### src/rtl/fp_div_issue_queue.sv
// ---------------------------------------------------------------------------
// fp_div_issue_queue
//
// Front end for a single-precision FP divider. Tagged operand pairs arrive on
// a valid/ready port and are buffered in a FIFO. They are issued one at a time
// on div_InputA/div_InputB. After the divider latency, div_AbyB is captured
// into a one-entry output slot and returned on a valid/ready port with the tag.
// The divider's own Exception output is undefined for normal results, so this
// block predecodes exceptions from the operand fields when it pops a pair.
//
// Exception codes: 00 div-by-zero, 01 underflow, 10 overflow, 11 NaN.
//
// Optional feature (macro FP_DIV_EXC_BYPASS_EN):
//   defined     - pairs that predecode as exception or zero dividend go
//                 straight from IDLE to CAPTURE. div_InputA/B keep their old
//                 values for those pairs.
//   not defined - every pair takes the full ISSUE path with the same timing.
//
// Ports:
//   CLOCK, RESET                 rising-edge clock, async active-high reset
//   in_valid/in_ready            operand push handshake (in_ready = !full)
//   in_a, in_b, in_tag           dividend, divisor, user tag
//   div_InputA, div_InputB       registered operands to the divider
//   div_AbyB, div_DONE           divider quotient and done flag
//   out_valid/out_ready          result pop handshake
//   out_result                   quotient, 0 for exceptions and zero dividend
//   out_exception, out_exc_valid predecoded exception code and its qualifier
//   out_tag                      tag of the returned pair
//   busy                         FIFO non-empty, FSM active, or result held
// ---------------------------------------------------------------------------
module fp_div_issue_queue #(
  parameter int DEPTH       = 4,  // power of 2, >= 2
  parameter int TAG_W       = 4,
  parameter int DIV_LATENCY = 1   // >= 1
) (
  input  logic             CLOCK,
  input  logic             RESET,
  input  logic             in_valid,
  output logic             in_ready,
  input  logic [31:0]      in_a,
  input  logic [31:0]      in_b,
  input  logic [TAG_W-1:0] in_tag,
  output logic [31:0]      div_InputA,
  output logic [31:0]      div_InputB,
  input  logic [31:0]      div_AbyB,
  input  logic             div_DONE,
  output logic             out_valid,
  input  logic             out_ready,
  output logic [31:0]      out_result,
  output logic [1:0]       out_exception,
  output logic             out_exc_valid,
  output logic [TAG_W-1:0] out_tag,
  output logic             busy
);

  localparam int AW   = $clog2(DEPTH);
  localparam int WC_W = $clog2(DIV_LATENCY + 2);

  localparam logic [1:0] EXC_DIV0 = 2'b00;
  localparam logic [1:0] EXC_UNF  = 2'b01;
  localparam logic [1:0] EXC_OVF  = 2'b10;
  localparam logic [1:0] EXC_NAN  = 2'b11;

  typedef enum logic [1:0] {IDLE, ISSUE, CAPTURE} state_t;
  typedef enum logic [1:0] {PD_NORMAL, PD_ZERO, PD_EXC} pd_kind_t;

  // ---------------- operand FIFO ----------------
  logic [31:0]      mem_a   [DEPTH];
  logic [31:0]      mem_b   [DEPTH];
  logic [TAG_W-1:0] mem_tag [DEPTH];
  logic [AW:0]      wr_ptr, rd_ptr;
  logic             full, empty, push, pop;
  logic [31:0]      head_a, head_b;
  logic [TAG_W-1:0] head_tag;

  // Extra pointer bit tells full (MSBs differ) from empty (pointers equal).
  assign empty    = (wr_ptr == rd_ptr);
  assign full     = (wr_ptr[AW] != rd_ptr[AW]) && (wr_ptr[AW-1:0] == rd_ptr[AW-1:0]);
  assign in_ready = !full;
  assign push     = in_valid && !full;
  assign head_a   = mem_a[rd_ptr[AW-1:0]];
  assign head_b   = mem_b[rd_ptr[AW-1:0]];
  assign head_tag = mem_tag[rd_ptr[AW-1:0]];

  // NOTE: the storage array is deliberately not reset; the pointers alone
  // decide which entries are live, so stale contents are never observed.
  always_ff @(posedge CLOCK) begin
    if (push) begin
      mem_a[wr_ptr[AW-1:0]]   <= in_a;
      mem_b[wr_ptr[AW-1:0]]   <= in_b;
      mem_tag[wr_ptr[AW-1:0]] <= in_tag;
    end
  end

  // ---------------- predecode of the FIFO head ----------------
  logic [7:0]  ea, eb, diff_ab, diff_ba;
  logic [22:0] ma, mb;
  pd_kind_t    pd_kind;
  logic [1:0]  pd_code;

  assign ea      = head_a[30:23];
  assign eb      = head_b[30:23];
  assign ma      = head_a[22:0];
  assign mb      = head_b[22:0];
  assign diff_ab = ea - eb;  // mod 256 by width
  assign diff_ba = eb - ea;

  // NOTE: every variable written here gets a default first, so no path
  // through the block can leave one unassigned and infer a latch.
  always_comb begin
    pd_kind = PD_NORMAL;
    pd_code = EXC_DIV0;
    if (eb == 8'h00 && mb == '0) begin
      pd_kind = PD_EXC;
      pd_code = EXC_DIV0;
    end else if ((ea == 8'hFF && ma != '0) || (eb == 8'hFF && mb != '0)) begin
      pd_kind = PD_EXC;
      pd_code = EXC_NAN;
    end else if (ea == 8'h00 && ma == '0) begin
      pd_kind = PD_ZERO;
    end else if (diff_ab > 8'd127 && ea > eb) begin
      pd_kind = PD_EXC;
      pd_code = EXC_OVF;
    end else if (diff_ba > 8'd127 && eb > ea) begin
      pd_kind = PD_EXC;
      pd_code = EXC_UNF;
    end
  end

  // ---------------- control FSM ----------------
  state_t           state_q, state_d;
  logic [WC_W-1:0]  wcnt;
  logic             capture, bypass, out_pop;
  logic [TAG_W-1:0] hold_tag;
  pd_kind_t         hold_kind;
  logic [1:0]       hold_code;

  assign out_pop = out_valid && out_ready;

  always_comb begin
    state_d = state_q;
    pop     = 1'b0;
    capture = 1'b0;
    bypass  = 1'b0;
    unique case (state_q)
      IDLE: begin
        // The slot must be free by the time this pair is captured.
        if (!empty && (!out_valid || out_ready)) begin
          pop     = 1'b1;
          state_d = ISSUE;
`ifdef FP_DIV_EXC_BYPASS_EN
          // Pairs already resolved by predecode never need the divider.
          if (pd_kind != PD_NORMAL) begin
            bypass  = 1'b1;
            state_d = CAPTURE;
          end
`endif
        end
      end
      // The pop edge is the first of DIV_LATENCY+1 counted edges.
      ISSUE:   if (wcnt == WC_W'(DIV_LATENCY)) state_d = CAPTURE;
      CAPTURE: if (div_DONE) begin
        capture = 1'b1;
        state_d = IDLE;
      end
      default: state_d = IDLE;
    endcase
  end

  // NOTE: sequential state uses non-blocking assignments so every register
  // samples pre-edge values regardless of statement order.
  always_ff @(posedge CLOCK or posedge RESET) begin
    if (RESET) begin
      state_q       <= IDLE;
      wcnt          <= '0;
      wr_ptr        <= '0;
      rd_ptr        <= '0;
      div_InputA    <= '0;
      div_InputB    <= '0;
      hold_tag      <= '0;
      hold_kind     <= PD_NORMAL;
      hold_code     <= EXC_DIV0;
      out_valid     <= 1'b0;
      out_result    <= '0;
      out_exception <= EXC_DIV0;
      out_exc_valid <= 1'b0;
      out_tag       <= '0;
    end else begin
      state_q <= state_d;
      if (push) wr_ptr <= wr_ptr + 1'b1;

      if (pop) begin
        rd_ptr    <= rd_ptr + 1'b1;
        hold_tag  <= head_tag;
        hold_kind <= pd_kind;
        hold_code <= pd_code;
        wcnt      <= WC_W'(1);
        if (!bypass) begin
          div_InputA <= head_a;
          div_InputB <= head_b;
        end
      end else if (state_q == ISSUE) begin
        wcnt <= wcnt + 1'b1;
      end

      // The slot is always empty when capture fires, so load wins over pop.
      if (capture) begin
        out_valid <= 1'b1;
        out_tag   <= hold_tag;
        unique case (hold_kind)
          PD_NORMAL: begin
            out_result    <= div_AbyB;
            out_exc_valid <= 1'b0;
            out_exception <= EXC_DIV0;
          end
          PD_EXC: begin
            out_result    <= '0;
            out_exc_valid <= 1'b1;
            out_exception <= hold_code;
          end
          default: begin
            out_result    <= '0;
            out_exc_valid <= 1'b0;
            out_exception <= EXC_DIV0;
          end
        endcase
      end else if (out_pop) begin
        out_valid <= 1'b0;
      end
    end
  end

  assign busy = !empty || (state_q != IDLE) || out_valid;

endmodule

### config.mk
export PLATFORM = sky130hd
export DESIGN_NAME = fp_div_issue_queue
export DESIGN_NICKNAME = d
export VERILOG_FILES = /design/src/rtl/fp_div_issue_queue.sv
export SDC_FILE = /design/constraint.sdc
export NUM_CORES = 1
export LEC_CHECK = 0
export CORE_MARGIN = 3
export CORE_UTILIZATION = 55
export CTS_BUF_LIST = sky130_fd_sc_hd__clkbuf_4 sky130_fd_sc_hd__clkbuf_8
export DETAILED_ROUTE_END_ITERATION = 6
export GPL_TIMING_DRIVEN = 0
export PLACE_DENSITY = 0.83
export SYNTH_ARGS = -nofsm -noshare
export SYNTH_HDL_FRONTEND = slang
export SYNTH_SLANG_ARGS = --single-unit
### constraint.sdc
create_clock -name CLOCK -period 4.83 [get_ports CLOCK]
set_input_delay 0.966 -clock CLOCK [delete_from_list [all_inputs] [get_ports CLOCK]]
set_output_delay 0.966 -clock CLOCK [all_outputs]
set_load 0.02 [all_outputs]
==> results by group, run 1 <==
Final layout
  • Footprint of the multi-input gates: about 3700 sq um
  • Register area: around 11000 sq um
  • Post-Layout Cell Count: 1512
  • Fillers: between 1500 and 2000
  • P&R area growth vs syn: 26.09%
  • Layout cells sized above 1: 0.2161
  • Finished Cell Area: 19110 sq um
  • Nets: about 1200
  • Ant. Diodes: 0

Logic synthesis
  • Post-Synth XOR/XNOR Area: 0.004624
  • Post-synth EDFFs: around 270
  • Commonest cells post-synth: edfxtp_1, dfrtp_1, nand2_1
  • Most numerous cell in the Yosys netlist: edfxtp_1
  • Main combinational cell family by area after synthesis: multiplexers
  • Yosys warnings: 0
  • Syn Nets: 970
  • Main flop type after synthesis: edfxtp_1
  • Syn Inst Count: around 840
  • Yosys top cell area share: 0.5390
  • Simple-gate share of the synthesized area: 0.04591
  • Async SR Flop Fraction: 0.3096
  • Post-synthesis sequential area ratio: 0.7405
  • Flops & latches, synth: a little under 400
  • Cell taking the most area after synthesis: edfxtp_1
  • Mux contribution to synthesized area: 0.1427
  • Avg Cell Area, Syn: roughly 18 sq um
  • Adder-cell share of the synthesized area: 0.01949
  • Largest cells by area after synthesis: edfxtp_1, dfrtp_1, mux4_2
  • Compound-Gate Fraction of Synth Area: 0.02923
  • Post-Synthesis Cell Area: 15150 sq um
  • Synth cell types: 44

Setup path
  • Type of the worst setup path: reg2out
  • CP most frequent cell: buf_2
  • CP Launch Type: flop
  • Largest delay contributor family on the critical path: buffers and inverters
  • Slowest stage delay, CP: about 560 ps
  • CP max FO: 10
  • Worst path slowest cell: clkdlybuf4s50_1
  • Crit path buffers/inverters: 3
  • Setup crit end kind: primary output
  • WP data required: between 3000 and 4000 ps
  • Worst Path Arrival: 3170 ps
  • Crit-path cells: buf_2 > buf_2 > xor2_1 > or3_1 > or4_1 > clkdlybuf4s50_1

Hold path
  • Min-Delay Path Class: reg2reg

Floorplan
  • Core box area: 27030 sq um
  • Die Y: about 170 microns
  • # rows: 60
  • Ports: about 210
  • Chip Width: roughly 170 microns
  • Initial Utilization: 0.5607
  • Die area: 29580 sq um

Clocking
  • CTS H-tree depth: 2
  • Resize count post-CTS: 0
  • Clock root buffer: clkbuf_8
  • Setup Fix Bufs, Post-CTS: 0
  • CTS sink count: around 390
  • Hold buffer count at CTS: 0
  • CTS tree: done
  • Number of buffers created by CTS: 60
  • Clock-pin slew on the worst setup and hold paths: roughly 60 ps
  • Clk_lat worst skew: about 610 ps
  • Maximum root-to-sink buffer count: 3

Flow run
  • Max Cap Viol: 0

Timing
  • Min cycle time layout: 4140 ps
  • Fin crit share: 0.8572
  • Slew @ Worst Pin: a little over 800 ps
  • Max-slew violations: 0
  • Fmax: 0.2415 GHz
  • RSZ-0062 raised after global routing: no
  • Slew HR: 0.4629
  • Final setup fails: 0
  • Fin. Hold Viols: 0
  • Skew final: roughly 23 ps

Placed design
  • RePlAce Congestion: 0.8173
  • DPL Wire Length: 22220 microns
  • Port-buffer cells: 210
  • Placed Cells: 1398
  • Post-placement cell area: approximately 18000 sq um

Route
  • Vias: between 8000 and 9000
  • Initial DRC Count: between 600 and 700
  • Final wirelength: between 30000 and 40000 microns
  • Wirelength per Cell: between 20 and 25 microns
  • Vias per cell: between 5 and 6
  • Number of remaining DRC errors: 0
  • Routed Antenna Nets: 0
  • Drt first pass iters: 5

GRT
  • Global-route wire length before repair: 51210 microns
  • Number of global-route vias before repair: 9019
  • Overflow left after global routing: 0
  • Overall Global Routing Usage: 0.2285
  • Largest net degree at the start of global routing: 94
  • Antenna violations before repair: 1

Power
  • Pwr dens: around 690 nW/um^2
  • Peak supply drop: approximately 0.44 mV
  • Static Leak: between 7 and 8 nW
  • Total Power: ~0.013 W

Run status
  • Outcome: finished clean
-- cells in the final DEF, fill, tap and decap left out, types with 4 or more instances in the layout --
| cell type | instances |
|---|---|
| edfxtp_1 | 272 |
| clkdlybuf4s50_1 | 210 |
| dfrtp_1 | 122 |
| nand2_1 | 100 |
| clkbuf_8 | 74 |
| mux4_2 | 68 |
| mux2_2 | 56 |
| o21ai_0 | 55 |
| inv_1 | 22 |
| ha_1 | 22 |
| clkbuf_1 | 18 |
| clkinv_2 | 18 |
| nor4_1 | 15 |
| buf_2 | 12 |
| clkinv_1 | 11 |
| nand4_1 | 8 |
| clkbuf_4 | 7 |
| xor2_1 | 5 |
| nor2_1 | 5 |
| a21oi_1 | 5 |
| nand3_1 | 4 |
| and3_4 | 4 |
-- sequential cells by signal (all words and copies together) (netlist names) --
signal and flops:
out_valid 1, mem_tag 16, rd_ptr 3, div_InputA 32
hold_kind 2, hold_code 2, mem_a 128, hold_tag 4
state_q 2, mem_b 128, out_exc_valid 1, wr_ptr 3
wcnt 2, out_result 32, div_InputB 32, out_tag 4
out_exception 2
-- layer usage --
metal / up-vias / GRT usage / part of all wire
met5: - / 0 / 0.00021
met1: 4378 / 0.3075 / 0.41
met2: 342 / 0.3834 / 0.50
li1: 3810 / - / -
met4: 2 / 0.06526 / 0.020
met3: 58 / 0.04961 / 0.073
-- where the power goes --
group          leakage [nW]  switching, W  internal (W)
registers              3.99      0.000405       0.00472
logic                  2.35       0.00290       0.00240
clock network         0.680       0.00127       0.00155
total                  7.02       0.00457       0.00867
-- metrics by stage --
step / hold slack [ps] / utilization / TNS, ps / setup WS [ps]
2_1_floorplan: 458.8 / - / 0 / 621.5
3_5_place_dp: 469.0 / 0.6597 / 0 / 817.0
4_1_cts: 482.3 / 0.7070 / 0 / 616.2
3_3_place_gp: 460.1 / 0.6543 / -187200 / -1547
5_1_grt: 501.3 / 0.7070 / 0 / 526.2
6_report: 476.5 / 0.7070 / 0 / 689.9
-- worst min-delay path, stage by stage (launching register included) --
cell     delay (ps)
dfrtp_1         340
nand2_1          40
o21ai_0          60
-- final cells by class --
class | instances | share of cell area
multi-input combinational | 388 | 0.1929
sequential | 394 | 0.5873
tap | 341 | 0.02233
inverter | 23 | 0.004780
clock buffer | 81 | 0.05605
clock inverter | 33 | 0.01080
timing repair buffer | 215 | 0.1164
buffer | 37 | 0.009430
-- logic make-up (layout without fill, tap and decap cells) --
| logic type | Yosys count | after routing |
|---|---|---|
| mux | 124 | 124 |
| fa+ha+maj | 23 | 23 |
| simple gates | 153 | 153 |
| buf+inv | 60 | 389 |
| flops | 394 | 394 |
| compound gates | 80 | 80 |
| xor+xnor | 8 | 8 |
-- path summary, 6_finish.rpt --
| check | cells past startpoint | endpoint | slack (ps) | startpoint |
|---|---|---|---|---|
| max | 6 | busy | 690 | rd_ptr[0] |
| min | 2 | out_result[15] | 480 | out_result[15] |
| max reg2reg | 12 | hold_code[0] | 870 | rd_ptr[1] |
| min reg2reg | 2 | out_result[15] | 480 | out_result[15] |
| max in group asynchronous | 3 | div_InputB[31] | 3310 | RESET |
| min in group asynchronous | 2 | div_InputB[25] | 730 | RESET |
No activity file was read; power rests on OpenSTA's default activity.
==> run 2: changes to the inputs <==
Settings changed: CORE_UTILIZATION 55 to 37, PLACE_DENSITY 0.83 to 0.61.
==> run 2 against run 1 <==
Clock power is 6% higher. Core utilization down 22 points. Non-clock buffer count unchanged. Fmax down 0.60%. Clock skew up 3.2 ps. Global-route usage shrank 6.0 points. Setup slack got worse by 25 ps. Critical path depth stayed put. Design area up 1.7%. Sequential power hardly changed.
==> results by group, run 2 (same netlist as run 1, synthesis figures left out) <==
Run status
  • Outcome: finished clean

Clocking
  • Clock-pin slew on the worst setup and hold paths: 60 ps (about the same)
  • Resize count post-CTS: 0 (unchanged)
  • Number of buffers created by CTS: 68 (+13%)
  • Setup Fix Bufs, Post-CTS: 0 (unchanged)
  • CTS tree: done
  • Hold buffer count at CTS: 0 (unchanged)
  • CTS H-tree depth: 3 (+1)
  • Clk_lat worst skew: 590 ps (-20 ps)
  • CTS sink count: 394 (unchanged)
  • Clock root buffer: clkbuf_8
  • Maximum root-to-sink buffer count: 3 (unchanged)

Setup path
  • CP most frequent cell: buf_2
  • Critical Path Start: rd_ptr[0]
  • Crit-path cells: buf_2 > buf_2 > xor2_1 > or3_1 > or4_1 > clkdlybuf4s50_1
  • Slowest stage delay, CP: 570 ps (about the same)
  • WP data required: 3860 ps (about the same)
  • FF-to-FF Start: rd_ptr[1]
  • Worst Path Arrival: 3200 ps (+30 ps)
  • Setup crit end kind: primary output
  • Type of the worst setup path: reg2out
  • Crit path buffers/inverters: 3 (unchanged)
  • Worst path slowest cell: clkdlybuf4s50_1
  • Largest delay contributor family on the critical path: buffers and inverters
  • CP max FO: 10 (unchanged)
  • CP Launch Type: flop

Final layout
  • P&R area growth vs syn: 28.18%
  • Post-Layout Cell Count: 1705 (+13%)
  • Finished Cell Area: 19420 sq um (+1.7%)
  • Commonest non-fill, non-tap cells in the layout: edfxtp_1, clkdlybuf4s50_1, dfrtp_1
  • Fillers: 3445 (+99%)
  • Ant. Diodes: 0 (unchanged)
  • Register area: 11220 sq um (unchanged)
  • Commonest non-fill, non-tap cell in the layout: edfxtp_1
  • Layout cells sized above 1: 0.2195 (+0.003437)
  • Footprint of the multi-input gates: 3686 sq um (unchanged)
  • Nets: 1255 (+0.64%)

Placed design
  • DPL Wire Length: 23880 microns (+7.5%)
  • Placed Cells: 1582 (+13%)
  • Port-buffer cells: 210 (unchanged)
  • Post-placement cell area: 18070 sq um (+1.4%)
  • RePlAce Congestion: 0.8226 (+0.65%)
  • Dpl ws: 838.3 ps (+21.26 ps)

Timing
  • Max-slew violations: 0 (unchanged)
  • Slew @ Worst Pin: 873.8 ps (+68.08 ps)
  • Fmax: 0.2401 GHz (-0.60%)
  • Final setup fails: 0 (unchanged)
  • Fin crit share: 0.8624 (+0.005210)
  • RSZ-0062 raised after global routing: no
  • Min cycle time layout: 4165 ps (+25.16 ps)
  • TNS Setup: 0 ps (unchanged)
  • Skew final: 25.92 ps (+3.174 ps)
  • Slew HR: 0.4175 (-0.04538)
  • Setup ws final: 664.8 ps (-25.16 ps)
  • Fin. Hold Viols: 0 (unchanged)

GRT
  • Grt met3 use: 0.04569 (-0.003924)
  • Overall Global Routing Usage: 0.1685 (-0.06005)
  • Global-route wire length before repair: 55990 microns (+9.3%)
  • Global Route met2 Usage: 0.2758 (-0.1076)
  • Number of global-route vias before repair: 9291 (+3.0%)
  • Overflow left after global routing: 0 (unchanged)
  • Global-route layer with the greatest usage: met2
  • Antenna violations before repair: 3 (+2)
  • M1 GR Usage: 0.2191 (-0.08847)
  • Largest net degree at the start of global routing: 81 (-14%)

Floorplan
  • Initial Utilization: 0.3779 (-0.1828)
  • Core box area: 40100 sq um (+48%)
  • Chip Width: 208.4 microns (+21%)
  • Die area: 43420 sq um (+47%)
  • Die Y: 208.4 microns (+21%)
  • Ports: 211 (unchanged)
  • # rows: 73 (+22%)

Power
  • Internal Power: 0.008793 W (+1.4%)
  • Switching portion of total power: 0.3450 (about the same)
  • Logic pwr share: 0.398 (-0.002)
  • Static Leak: 7.062 nW (+0.55%)
  • Net switching power: 0.004632 W (+1.4%)
  • Pwr dens: 691.2 nW/um^2 (-0.26%)
  • Clk network pwr share: 0.222 (+0.009)
  • Sequential share of power: 0.381 (-0.006)
  • Peak supply drop: 0.2910 mV (-33%)

Hold path
  • Min-Delay Path Class: reg2reg
  • HP Start: div_InputB[23]

Route
  • Routed Antenna Nets: 0 (unchanged)
  • Final wirelength: 36000 microns (+7.8%)
  • Wirelength per Cell: 21.12 microns (-4.4%)
  • Number of remaining DRC errors: 0 (unchanged)
  • Initial DRC Count: 502 (-22%)
  • Vias per cell: 4.994 (-12%)
  • Vias: 8515 (-0.87%)
  • Drt first pass iters: 5 (unchanged)

Flow run
  • Max Cap Viol: 0 (unchanged)
==> run 2: changes by cell type in the layout (fill, tap and decap cells not counted) <==
cell / change
clkbuf_4: +19
buf_16: +2
clkinv_1: +3
bufinv_16: -1
clkinv_2: -14
inv_6: +2
buf_12: -2
==> run 2: layout make-up <==
class,instances,share of cell area
sequential,394,0.5777
multi-input combinational,388,0.1898
timing repair buffer,215,0.1153
clock buffer,100,0.06248
tap,525,0.03382
buffer,37,0.009276
clock inverter,23,0.006957
inverter,23,0.004702
==> run 2: through the flow <==
| stage | total power, W | util | hold slack [ps] |
|---|---|---|---|
| after CTS | 0.01368 | 0.4844 | 482.0 |
| after detailed placement | 0.01064 | 0.4508 | 470.0 |
| after global routing | 0.01429 | 0.4844 | 502.5 |
| after global placement | 0.01055 | 0.4467 | 461.0 |
| after floorplan | 0.008400 | - | 458.8 |
| final | 0.01343 | 0.4844 | 474.1 |
==> run 2: worst paths after layout <==
kind,to,cells past startpoint,slack (ps)
min in group asynchronous,out_result[24],2,800
max in group asynchronous,div_InputB[28],3,3240
max,busy,6,660
min,div_InputB[23],2,470
max reg2reg,hold_code[0],12,900
min reg2reg,div_InputB[23],2,470
==> run 2: per-layer routing <==
metal	part of all wire	vias up
li1	-	3827
met1	0.43	4343
met2	0.48	262
met3	0.063	77
met4	0.024	6
met5	0.0011	-
==> run 2: power by group through the flow <==
stage / Sequential [W] / Clock [W] / Combinational [W]
after floorplan: 0.00563 / 0 / 0.00277
after detailed placement: 0.00519 / 0 / 0.00545
after global placement: 0.00523 / 0 / 0.00532
after global routing: 0.00522 / 0.00323 / 0.00584
after CTS: 0.00513 / 0.00308 / 0.00547
final: 0.00511 / 0.00298 / 0.00534
==> run 2: worst min-delay path, delay by kind of cell, from the launching register on <==
family / cells / cell delay [ps]
DFF: 1 / 340
AOI/OAI and AO/OA: 1 / 60
and+or+nand+nor: 1 / 40
